File: src/rtl/puf_pkg.sv
// Shared types and default sizing for the ring-oscillator PUF compare block.
package puf_pkg;

  localparam int WINDOW_CYCLES_DEF = 1024;
  localparam int SETTLE_CYCLES_DEF = 16;
  localparam int CNT_W_DEF         = 16;
  localparam int CHAL_W            = 6;

  typedef enum logic [1:0] {
    IDLE    = 2'd0,
    SETTLE  = 2'd1,
    MEASURE = 2'd2,
    DONE    = 2'd3
  } puf_state_t;

endpackage

File: src/rtl/puf_edge_counter.sv
// Synchronizes one asynchronous RO output, detects rising edges and counts
// them with saturation while cnt_en is high.
module puf_edge_counter #(
  parameter int SYNC_STAGES = 2,
  parameter int CNT_W       = 16
) (
  input  logic             clk,
  input  logic             rst,
  input  logic             ro,
  input  logic             clr,
  input  logic             cnt_en,
  output logic [CNT_W-1:0] cnt
);

  // SYNC_STAGES must be at least 2 for metastability protection.
  logic [SYNC_STAGES-1:0] sync_q;
  logic                   prev_q;
  logic                   rise;
  logic [CNT_W-1:0]       cnt_q;

  localparam logic [CNT_W-1:0] CNT_ONE = {{(CNT_W-1){1'b0}}, 1'b1};

  assign rise = sync_q[SYNC_STAGES-1] & ~prev_q;
  assign cnt  = cnt_q;

  always_ff @(posedge clk or posedge rst) begin
    if (rst) begin
      sync_q <= '0;
      prev_q <= 1'b0;
      cnt_q  <= '0;
    end else begin
      sync_q <= {sync_q[SYNC_STAGES-2:0], ro};
      prev_q <= sync_q[SYNC_STAGES-1];
      if (clr) begin
        cnt_q <= '0;
      end else if (cnt_en && rise && (cnt_q != '1)) begin
        cnt_q <= cnt_q + CNT_ONE;
      end
    end
  end

endmodule

File: src/rtl/puf_ro_compare.sv
// Ring-oscillator PUF: runs two ROs for a settle phase, counts their edges over
// a fixed window and reports which one is faster.
module puf_ro_compare
  import puf_pkg::*;
#(
  parameter int WINDOW_CYCLES = WINDOW_CYCLES_DEF,
  parameter int SETTLE_CYCLES = SETTLE_CYCLES_DEF,
  parameter int CNT_W         = CNT_W_DEF,
  parameter int SYNC_STAGES   = 2
) (
  input  logic              clk,
  input  logic              rst,
  input  logic              start,
  input  logic [CHAL_W-1:0] challenge,
  output logic              busy,
  output logic [CHAL_W-1:0] ro_challenge,
  output logic              ro_en,
  input  logic              ro_a,
  input  logic              ro_b,
  output logic              resp_valid,
  input  logic              resp_ready,
  output logic              resp_bit,
  output logic              resp_tie,
  output logic [CNT_W-1:0]  cnt_a,
  output logic [CNT_W-1:0]  cnt_b
);

  localparam int MAXC = (WINDOW_CYCLES > SETTLE_CYCLES) ? WINDOW_CYCLES : SETTLE_CYCLES;
  localparam int TW   = $clog2(MAXC + 1);
  localparam logic [TW-1:0] SETTLE_LOAD = TW'(SETTLE_CYCLES - 1);
  localparam logic [TW-1:0] WINDOW_LOAD = TW'(WINDOW_CYCLES - 1);
  localparam logic [TW-1:0] TIMER_ONE   = TW'(1);

  puf_state_t        state, state_d;
  logic [TW-1:0]     timer_q, timer_d;
  logic              accept;
  logic              has_result_q;

  // Response handshake: resp_valid is held with stable payload from entry to
  // DONE until the cycle where resp_valid && resp_ready; that edge returns to
  // IDLE. resp_ready without resp_valid is ignored.
  always_comb begin
    state_d = state;
    timer_d = timer_q;
    accept  = 1'b0;
    case (state)
      IDLE: begin
        if (start) begin
          accept  = 1'b1;
          state_d = SETTLE;
          timer_d = SETTLE_LOAD;
        end
      end
      SETTLE: begin
        if (timer_q == '0) begin
          state_d = MEASURE;
          timer_d = WINDOW_LOAD;
        end else begin
          timer_d = timer_q - TIMER_ONE;
        end
      end
      MEASURE: begin
        if (timer_q == '0) begin
          state_d = DONE;
        end else begin
          timer_d = timer_q - TIMER_ONE;
        end
      end
      DONE: begin
        if (resp_ready) state_d = IDLE;
      end
      default: state_d = IDLE;
    endcase
  end

  always_ff @(posedge clk or posedge rst) begin
    if (rst) begin
      state        <= IDLE;
      timer_q      <= '0;
      ro_challenge <= '0;
      has_result_q <= 1'b0;
    end else begin
      state   <= state_d;
      timer_q <= timer_d;
      if (accept) ro_challenge <= challenge;
      // Result flags are qualified so reset and in-flight phases report 0.
      if (accept) begin
        has_result_q <= 1'b0;
      end else if ((state == MEASURE) && (state_d == DONE)) begin
        has_result_q <= 1'b1;
      end
    end
  end

  assign busy       = (state != IDLE);
  assign ro_en      = (state == SETTLE) || (state == MEASURE);
  assign resp_valid = (state == DONE);
  assign resp_bit   = has_result_q && (cnt_a > cnt_b);
  assign resp_tie   = has_result_q && (cnt_a == cnt_b);

  puf_edge_counter #(.SYNC_STAGES(SYNC_STAGES), .CNT_W(CNT_W)) u_cnt_a (
    .clk    (clk),
    .rst    (rst),
    .ro     (ro_a),
    .clr    (accept),
    .cnt_en (state == MEASURE),
    .cnt    (cnt_a)
  );

  puf_edge_counter #(.SYNC_STAGES(SYNC_STAGES), .CNT_W(CNT_W)) u_cnt_b (
    .clk    (clk),
    .rst    (rst),
    .ro     (ro_b),
    .clr    (accept),
    .cnt_en (state == MEASURE),
    .cnt    (cnt_b)
  );

endmodule

File: config.mk
export PLATFORM = sky130hd
export DESIGN_NAME = puf_ro_compare
export DESIGN_NICKNAME = d
export VERILOG_FILES = /design/src/rtl/puf_pkg.sv /design/src/rtl/puf_edge_counter.sv /design/src/rtl/puf_ro_compare.sv
export SDC_FILE = /design/constraint.sdc
export NUM_CORES = 1
export LEC_CHECK = 0
export CORE_MARGIN = 2
export CORE_UTILIZATION = 40
export CTS_BUF_LIST = sky130_fd_sc_hd__clkbuf_4
export CTS_CLUSTER_SIZE = 8
export DETAILED_ROUTE_END_ITERATION = 7
export GPL_ROUTABILITY_DRIVEN = 0
export GPL_TIMING_DRIVEN = 0
export PLACE_DENSITY = 0.6
export REMOVE_ABC_BUFFERS = 1
export SETUP_SLACK_MARGIN = 0.02
export SYNTH_ARGS = -nofsm -noshare
export SYNTH_HDL_FRONTEND = slang
export SYNTH_SLANG_ARGS = --single-unit
File: constraint.sdc
create_clock -name clk -period 1.9 [get_ports clk]
set_input_delay 0.285 -clock clk [delete_from_list [all_inputs] [get_ports clk]]
set_output_delay 0.285 -clock clk [all_outputs]
set_load 0.01 [all_outputs]
==> flow_summary.toml <==
[outcome]
status = "finished, violations left"
violations = "setup timing"

[clocking]
cts_sinks = 58
cts_hold_buf = 0
worstSkewPairLatency_ns = 0.41
cts_made_buffers = 9
cts_root_buf = "clkbuf_4"
clkTransAtPathRegs_ns = 0.10
cts_tree = "yes"
clk_path_buf_depth = 2
h-tree-depth = 3

[logic_synthesis]
syn_avg_cell_area_um2 = 9.278
synthArstFlopShare = 1.000
synth_area_um2 = 3618
synth-seq-cells = 58
yosysMostFrequentCell = "dfrtp_1"
ys_warn_count = 0
yosys-top-cells-count = "dfrtp_1 (58), nand2_1 (49), a21oi_1 (31)"
syn_inst = 390
ys.flop_type = "dfrtp_1"
synth-edff-count = 0
yosys.area.top_type = "dfrtp_1"
ys_seq_area_frac = 0.4011
netlist_top_cells_area = "dfrtp_1 (40%), ha_1 (8.3%), nand2_1 (5.1%)"
yosysTopAreaCellShare = 0.4011
yosysUniqueCellTypes = 56

[timing]
worstMarginPinSlew_ns = 0.7080
fin_crit_sh = 1.386
fmax_mhz = 379.8
fin_ws_ns = -0.7328
fin_crit_ns = 2.633
slew_viol_final = 0
fin_skew_ns = 0.007411
grt_setup_unrepaired = "yes"
hold_viol_final = 0
setup_viol_count_final = 9
fin_setup_tns_ns = -1.678
relSlewSlack = 0.5243

[pwr]
power_density_nw_per_um2 = 679.8
leakagePower_uw = 0.002191
p_int_uw = 2332
p_comb_frac = 0.306
p_sw_uw = 1218
sw_frac_of_total = 0.3432
p_clk_frac = 0.248
peakVddDrop_v = 0.0003186
p_seq_frac = 0.446

[critical_path]
cp_cell_sequence = "ha_1, or3_1, a221oi_1, a211oi_1, o311a_1, buf_2"
cp-end-kind = "output pin"
start_kind = "flop"
cp_slowest_stage_delay_ns = 0.46
critPathKind = "flop to output pin"
path_depth = 6
crit_fanout = 5
required_ns = 1.62
r2r.worst_path.cells = 8
critical_path_buf_inv_count = 1
crit_slowest_cell = "dfrtp_2"
cp_top_family = "compound AO/OA/AOI/OAI gates"
worst_ep_arrival_time_ns = 2.35

[placed_design]
placed_area_um2 = 4240
dp.cells = 537
detailedPlace.worstSlack_ns = -0.9547
io_buffers = 54
dp.final_hpwl_mm = 6.391

[die]
start_util = 0.4129
core_area_um2 = 8763
die_w_um = 99.11
dieArea_um2 = 9823
rows = 34
die_h_um = 99.11
io_pins = 55

[route]
num_vias = 3591
drt.antenna.violating_nets = 0
drt_first_pass_iters = 4
drt_iter0_markers = 171
wl_per_cell_um = 17.29
viasPerCell = 5.858
drc = 0
wl_mm = 10.60

[hold_path]
hold_path_class = "input port to asynchronous set/reset pin"

[global_routing]
grt_overflow_total = 0
grt_pass1_vias = 3287
antenna_found_initial = 0
grt_max_degree = 36
grt_usage = 0.2106
grt_pass1_wl_mm = 16.39

[finish]
n_antenna_cell = 0
final_util = 0.5959
fin_area_um2 = 5223
area_delta_synth_final_pct = 44.33
fin_nets = 537
drive_gt1_frac = 0.3307
final_cell_count_no_fill = 613
fill_cells = 779

[flow_run]
max-cap-violations = 0
==> cell usage in the layout, fill, tap and decap left out, types with 9 or more instances in the layout <==
master / instances
dfrtp_1: 38
buf_4: 50
ha_1: 15
clkbuf_4: 11
nand3_1: 15
nor2_1: 9
dfrtp_2: 20
a21oi_1: 25
clkdlybuf4s50_1: 47
nand2_1: 48
buf_6: 9
nand4_1: 12
o21ai_0: 14
inv_1: 24
==> worst paths after layout <==
kind / start / end / slack [ns]
worst max-delay path: u_cnt_a.cnt[7] / resp_bit / -0.73
worst min-delay path: rst / ro_challenge[5] / 0.23
worst max register to register: state[0] / u_cnt_a.cnt[6] / -0.11
worst min register to register: u_cnt_a.sync_q[0] / u_cnt_a.sync_q[1] / 0.36
max in group asynchronous: rst / u_cnt_a.cnt[15] / 1.07
min in group clk: ro_a / u_cnt_a.sync_q[0] / 0.30
==> sequential cells by signal, summed over array words and instances (netlist names) <==
name and cells:
u_cnt_b.sync_q 2, u_cnt_a.cnt 16, u_cnt_b.prev_q 1, state 2, u_cnt_a.prev_q 1, timer_q 11, u_cnt_b.cnt 16, u_cnt_a.sync_q 2
ro_challenge 6, has_result_q 1
==> what timing repair did <==
item	CTS	global route
pin swaps	23	23
endpoints found under the hold margin	0	0
resized for setup	73	51
cloned	1	2
endpoints found under the setup margin	56	33
buffers inserted	43	16
==> final cells by class <==
class / count / area (µm²) / area share
clock buffers: 11 / 82.58 / 0.01581
clock inverters: 4 / 43.79 / 0.008385
inverters: 29 / 108.9 / 0.02084
multi-input cells: 290 / 2364 / 0.4526
flip-flops and latches: 58 / 1476 / 0.2827
well taps: 108 / 135.1 / 0.02587
repair buffers: 113 / 1012 / 0.1938
==> logic make-up after synthesis <==
| family | Yosys count | synth area share |
|---|---|---|
| and+or+nand+nor | 147 | 0.2351 |
| muxes | 10 | 0.03043 |
| AOI/OAI and AO/OA | 106 | 0.1981 |
| buffers and inverters | 45 | 0.05221 |
| DFF | 58 | 0.4011 |
| adders and majority gates | 24 | 0.08299 |
==> metal layers <==
layer	part of all wire	track usage	wire [µm]
met5	0	0	0
met4	0.014	0.07482	153
met3	0.036	0.04216	383
met2	0.50	0.3560	5252
met1	0.45	0.2690	4809
==> per-stage QoR <==
| step | hold slack [ns] | power, µW |
|---|---|---|
| floorplan | 0.3164 | 2085 |
| global placement | 0.3343 | 2490 |
| detailed placement | 0.3396 | 2539 |
| CTS | 0.2354 | 3493 |
| global route | 0.2763 | 3793 |
| finish | 0.2280 | 3550 |
==> power groups by stage <==
stage               Sequential (µW)  Combinational [µW]  Clock, µW
floorplan                      1590                 495          0
global placement               1600                 888          0
detailed placement             1600                 935          0
CTS                            1580                1020        893
global route                   1610                1220        968
finish                         1580                1090        880
(Power assumes the default switching activity.)
